==> src/rtl/control_sequencer_pkg.sv <==
// Shared definitions for the hardwired control sequencer: opcodes, ALU op codes and state encoding.
package control_sequencer_pkg;

    localparam logic [4:0] OP_LD   = 5'b00000;
    localparam logic [4:0] OP_LDI  = 5'b00001;
    localparam logic [4:0] OP_ST   = 5'b00010;
    localparam logic [4:0] OP_NOP  = 5'b11001;
    localparam logic [4:0] OP_HALT = 5'b11010;

    localparam logic [4:0] ALU_OP_NONE = 5'b00000;
    localparam logic [4:0] ALU_OP_ADD  = 5'b00011;

    // Each instruction class owns its own T3.. states so the class is carried by the state itself.
    typedef enum logic [4:0] {
        S_RESET,
        S_T0, S_T1, S_T2,
        S_LD_T3, S_LD_T4, S_LD_T5, S_LD_T6, S_LD_T7,
        S_LDI_T3, S_LDI_T4, S_LDI_T5,
        S_ST_T3, S_ST_T4, S_ST_T5, S_ST_T6, S_ST_T7,
        S_HALT
    } state_e;

    function automatic logic isMemState(state_e s);
        return (s == S_T1) || (s == S_LD_T6) || (s == S_ST_T7);
    endfunction

endpackage

==> src/rtl/control_sequencer_decode.sv <==
// Combinational instruction-class decode of the IR opcode field.
module control_sequencer_decode
    import control_sequencer_pkg::*;
(
    input  logic [4:0] opcode_i,
    output logic       isLd_o,
    output logic       isLdi_o,
    output logic       isSt_o,
    output logic       isHalt_o
);

    assign isLd_o   = (opcode_i == OP_LD);
    assign isLdi_o  = (opcode_i == OP_LDI);
    assign isSt_o   = (opcode_i == OP_ST);
    assign isHalt_o = (opcode_i == OP_HALT);

endmodule

==> src/rtl/control_sequencer.sv <==
// Moore control unit sequencing DataPath strobes for fetch, ld, ldi, st, nop and halt.
module control_sequencer
    import control_sequencer_pkg::*;
#(
    parameter int         MEM_WAIT = 0,
    parameter logic [4:0] ALU_ADD  = ALU_OP_ADD
) (
    input  logic        clk_i,
    input  logic        clear_i,
    input  logic [31:0] ir_i,
    input  logic        stop_i,
    output logic        run_o,
    output logic        pcOut_o,
    output logic        zlowOut_o,
    output logic        mdrOut_o,
    output logic        baOut_o,
    output logic        cOut_o,
    output logic        rOut_o,
    output logic        marIn_o,
    output logic        pcIn_o,
    output logic        mdrIn_o,
    output logic        irIn_o,
    output logic        yIn_o,
    output logic        zinLow_o,
    output logic        rIn_o,
    output logic        gra_o,
    output logic        grb_o,
    output logic        grc_o,
    output logic        incPc_o,
    output logic        read_o,
    output logic        write_o,
    output logic [4:0]  operation_o
);

    localparam int WaitW = (MEM_WAIT > 0) ? $clog2(MEM_WAIT + 1) : 1;

    state_e             state_q, state_d;
    logic [WaitW-1:0]   waitCnt_q, waitCnt_d;
    logic               stopReq_q, stopReq_d;
    logic               waitDone;
    logic               isLd, isLdi, isSt, isHalt;
    state_e             boundaryState;
    logic               unusedIrBits;

    control_sequencer_decode uDecode (
        .opcode_i (ir_i[31:27]),
        .isLd_o   (isLd),
        .isLdi_o  (isLdi),
        .isSt_o   (isSt),
        .isHalt_o (isHalt)
    );

    assign unusedIrBits  = ^ir_i[26:0];
    assign waitDone      = (waitCnt_q == '0);
    assign boundaryState = stopReq_q ? S_HALT : S_T0;

    always_ff @(posedge clk_i) begin
        if (clear_i) begin
            state_q   <= S_RESET;
            waitCnt_q <= '0;
            stopReq_q <= 1'b0;
        end else begin
            state_q   <= state_d;
            waitCnt_q <= waitCnt_d;
            stopReq_q <= stopReq_d;
        end
    end

    always_comb begin
        state_d   = state_q;
        stopReq_d = stopReq_q | stop_i;
        case (state_q)
            S_RESET:  state_d = S_T0;
            S_T0:     state_d = S_T1;
            S_T1:     if (waitDone) state_d = S_T2;
            S_T2: begin
                if (isLd)        state_d = S_LD_T3;
                else if (isLdi)  state_d = S_LDI_T3;
                else if (isSt)   state_d = S_ST_T3;
                else if (isHalt) state_d = S_HALT;
                else             state_d = boundaryState;
            end
            S_LD_T3:  state_d = S_LD_T4;
            S_LD_T4:  state_d = S_LD_T5;
            S_LD_T5:  state_d = S_LD_T6;
            S_LD_T6:  if (waitDone) state_d = S_LD_T7;
            S_LD_T7:  state_d = boundaryState;
            S_LDI_T3: state_d = S_LDI_T4;
            S_LDI_T4: state_d = S_LDI_T5;
            S_LDI_T5: state_d = boundaryState;
            S_ST_T3:  state_d = S_ST_T4;
            S_ST_T4:  state_d = S_ST_T5;
            S_ST_T5:  state_d = S_ST_T6;
            S_ST_T6:  state_d = S_ST_T7;
            S_ST_T7:  if (waitDone) state_d = boundaryState;
            S_HALT:   state_d = S_HALT;
            default:  state_d = S_RESET;
        endcase

        // Memory states reload the counter on entry and count down while held.
        waitCnt_d = waitCnt_q;
        if ((state_d != state_q) && isMemState(state_d)) begin
            waitCnt_d = WaitW'(MEM_WAIT);
        end else if (isMemState(state_q) && !waitDone) begin
            waitCnt_d = waitCnt_q - WaitW'(1);
        end
    end

    always_comb begin
        run_o       = (state_q != S_RESET) && (state_q != S_HALT);
        pcOut_o     = 1'b0;
        zlowOut_o   = 1'b0;
        mdrOut_o    = 1'b0;
        baOut_o     = 1'b0;
        cOut_o      = 1'b0;
        rOut_o      = 1'b0;
        marIn_o     = 1'b0;
        pcIn_o      = 1'b0;
        mdrIn_o     = 1'b0;
        irIn_o      = 1'b0;
        yIn_o       = 1'b0;
        zinLow_o    = 1'b0;
        rIn_o       = 1'b0;
        gra_o       = 1'b0;
        grb_o       = 1'b0;
        grc_o       = 1'b0;
        incPc_o     = 1'b0;
        read_o      = 1'b0;
        write_o     = 1'b0;
        operation_o = ALU_OP_NONE;
        case (state_q)
            S_T0: begin
                pcOut_o  = 1'b1;
                marIn_o  = 1'b1;
                incPc_o  = 1'b1;
                zinLow_o = 1'b1;
            end
            S_T1: begin
                zlowOut_o = 1'b1;
                pcIn_o    = 1'b1;
                read_o    = 1'b1;
                mdrIn_o   = 1'b1;
            end
            S_T2: begin
                mdrOut_o = 1'b1;
                irIn_o   = 1'b1;
            end
            S_LD_T3, S_LDI_T3, S_ST_T3: begin
                grb_o   = 1'b1;
                baOut_o = 1'b1;
                yIn_o   = 1'b1;
            end
            S_LD_T4, S_LDI_T4, S_ST_T4: begin
                cOut_o      = 1'b1;
                zinLow_o    = 1'b1;
                operation_o = ALU_ADD;
            end
            S_LD_T5, S_ST_T5: begin
                zlowOut_o = 1'b1;
                marIn_o   = 1'b1;
            end
            S_LD_T6: begin
                read_o  = 1'b1;
                mdrIn_o = 1'b1;
            end
            S_LD_T7: begin
                mdrOut_o = 1'b1;
                gra_o    = 1'b1;
                rIn_o    = 1'b1;
            end
            S_LDI_T5: begin
                zlowOut_o = 1'b1;
                gra_o     = 1'b1;
                rIn_o     = 1'b1;
            end
            S_ST_T6: begin
                gra_o   = 1'b1;
                rOut_o  = 1'b1;
                mdrIn_o = 1'b1;
            end
            S_ST_T7: write_o = 1'b1;
            default: ;
        endcase
    end

endmodule

==> config.mk <==
export PLATFORM = sky130hd
export DESIGN_NAME = control_sequencer
export DESIGN_NICKNAME = d
export VERILOG_FILES = /design/src/rtl/control_sequencer_pkg.sv /design/src/rtl/control_sequencer_decode.sv /design/src/rtl/control_sequencer.sv
export SDC_FILE = /design/constraint.sdc
export NUM_CORES = 1
export LEC_CHECK = 0
export CORE_ASPECT_RATIO = 0.8
export CORE_UTILIZATION = 30
export CTS_CLUSTER_DIAMETER = 30
export CTS_CLUSTER_SIZE = 12
export DETAILED_ROUTE_END_ITERATION = 6
export PLACE_DENSITY = 0.77
export SLEW_MARGIN = 20
export SYNTH_ARGS = -nofsm -noshare
export SYNTH_HDL_FRONTEND = slang
export SYNTH_SLANG_ARGS = --single-unit
==> constraint.sdc <==
create_clock -name clk_i -period 2.75 [get_ports clk_i]
set_clock_uncertainty 0.2 [all_clocks]
set_input_delay 0.275 -clock clk_i [delete_from_list [all_inputs] [get_ports clk_i]]
set_output_delay 0.275 -clock clk_i [all_outputs]
set_load 0.01 [all_outputs]
==> flow_summary.yaml <==
job:
  maxCapViolations: 0
logic_synthesis:
  yosysSeqAreaShare_pct: 16.4
  synth_cells: 128
  post-synth-top-area-cell: "dfxtp_1"
  synth_async_sr_flop_share_pct: 0
  ys_top_cells_by_area: "dfxtp_1, buf_4, nor2_1"
  synth_top_area_share_pct: 16.4
  synth_edf_count: 0
  yosysUniqueCellTypes: 42
  synth.avg_cell_area_um2: 6.68
  netlist_area_um2: 855
  ys_seq_elements: 7
  ys_warn_count: 0
  synth_ff_type: "dfxtp_1"
final_layout:
  mostFrequentLayoutCell: "clkdlybuf4s50_1"
  diodes: 0
  final_util_pct: 44.4
  layout_common_cells: "clkdlybuf4s50_1, nor2_1, a21oi_1"
  drive_above_1_share_pct: 10.9
  syn_to_final_growth_pct: 33.2
  nNetsFinal: 183
  fill_cells: 291
  final_cell_area_um2: 1140
floorplan:
  rows: 16
  chipHeight_um: 49.7
  dieWidth_um: 61.7
  core_area_um2: 2560
  die_area_um2: 3070
  num_io_pins: 60
  start_util_pct: 33.3
clock_tree:
  clkLatencyLatePin_ps: 250
  cts_tree: "built"
  ctsResizeCount: 0
  post_cts_buffers: 0
  htreeDepth: 1
  numCtsBuffers: 3
  clkSlewWorstSetupHoldPaths_ps: 60
  cts-root-buf: "clkbuf_4"
  cts_hold_buf: 0
  cts_buffer_depth: 2
  clock_sinks: 7
sta:
  finalSetupViolCount: 0
  fin_crit_sh_pct: 93.9
  fmax_mhz: 387
  worst_pin_slew_ps: 500
  slew_headroom_pct: 66.6
  period_minus_slack_ps: 2580
  hold_viol: 0
  rsz0062_at_grt: "false"
  finalMaxSlewViolations: 0
  final.setup.tns_ps: 0
detailed_routing:
  met2_length_um: 1070
  routed_wl_um: 2290
  routed_via_density: 5.23
  drtIter0Drc: 38
  wl_met3_um: 131
  ant_nets: 0
  dr.max_layer_used: "met3"
  route.detailed.drc: 0
  wl_met1_um: 1090
  drtPass1Iterations: 4
  vias: 957
  wl_per_cell_um: 12.5
global_route:
  antenna_found_initial: 0
  grt_max_degree: 24
  grt_pass1_vias: 849
  gr-total-overflow: 0
  grt_first_pass_wirelength_um: 3800
  track_usage_pct: 16.4
place:
  gp_congestion: 0.838
  placed_area_um2: 1110
  hpwl_um: 1750
  io_buffers: 28
critical_path:
  crit_chain: "or3_1 -> nor3b_1 -> or2_2 -> clkdlybuf4s50_1"
  cp_slowest_cell: "clkdlybuf4s50_1"
  crit_type: "flip-flop to output pin"
  arrival_ps: 2110
  cp-end-kind: "output pin"
  cp_max_fo: 16
  slowest_delay_ps: 520
  critPathLaunchType: "flip-flop"
  required_ps: 2280
run_status:
  outcome: "finished, final reports clean"
power_and_ir_drop:
  ir_drop_v: 0.000221
  leakage_nw: 0.441
  pwr_density_cell_nw_per_um2: 449
min_path:
  hp-class: "flip-flop to flip-flop"
[area by class of cell]
type	count	area (µm²)	area share, %
clock buffers	4	26.3	2.31
repair buffers	31	303	26.6
well taps	36	45.0	3.96
flip-flops and latches	7	143	12.5
inverters	3	11.3	0.989
multi-input cells	102	611	53.6
[report_power, final]
part | total, mW | switching, mW | internal, mW | leakage, nW
registers | 0.155 | 0.0431 | 0.112 | 0.0578
logic | 0.264 | 0.120 | 0.144 | 0.368
clock network | 0.0921 | 0.0368 | 0.0553 | 0.0150
total | 0.511 | 0.199 | 0.312 | 0.441
[synthesized netlist by cell type, types with 2 or more instances]
cell type   n
clkbuf_1    7
inv_1       3
o211ai_1    2
a21oi_1     9
nor3_1      8
nor2b_1     8
nand2b_1    2
nand4_1     2
nor2_1     18
nand4b_1    3
dfxtp_1     7
nand3_1     3
mux2i_1     2
nand2_1     5
buf_4       9
o21ai_0     8
buf_1       2
or3_1       3
nor4b_1     2
and2_1      2
xor2_1      2
[stage by stage]
step | instances | power [mW] | hold WS (ps) | setup WS [ps]
floorplan | 131 | 0.314 | 144 | 618
global placement | 179 | 0.406 | 344 | 106
detailed placement | 179 | 0.418 | 356 | 61.2
CTS | 183 | 0.512 | 367 | 35.1
global route | 183 | 0.553 | 389 | 26.9
finish | 183 | 0.511 | 368 | 169
[flip-flops by register name, indices dropped and copies added, names as in the netlist]
name and count:
state_q 5, stopReq_q 1, waitCnt_q 1
[worst paths after layout]
kind,from,to,slack [ps],depth (start not counted)
max,state_q[4],zinLow_o,170,4
min,waitCnt_q,waitCnt_q,370,2
max reg2reg,state_q[4],waitCnt_q,470,7
min reg2reg,waitCnt_q,waitCnt_q,370,2
[metal layers]
metal | GRT usage [%] | vias up
met4 | 1.11 | 0
li1 | - | 473
met2 | 25.8 | 44
met3 | 4.99 | 0
met5 | 0 | -
met1 | 22.7 | 440
[cells by family after synthesis]
family,after synthesis,share of synthesized area [%]
AO/OA/AOI/OAI,26,18.3
flip-flops,7,16.4
buffers and inverters,22,13.8
other,1,0.439
AND/OR/NAND/NOR,67,45.7
XOR/XNOR,3,3.08
multiplexers,2,2.34
[critical path: cells and delay by family, from the launching register on]
kind | cells | cell delay, ps
simple gates | 3 | 890
buf+inv | 1 | 520
flops | 1 | 460
(Power assumes the default switching activity.)
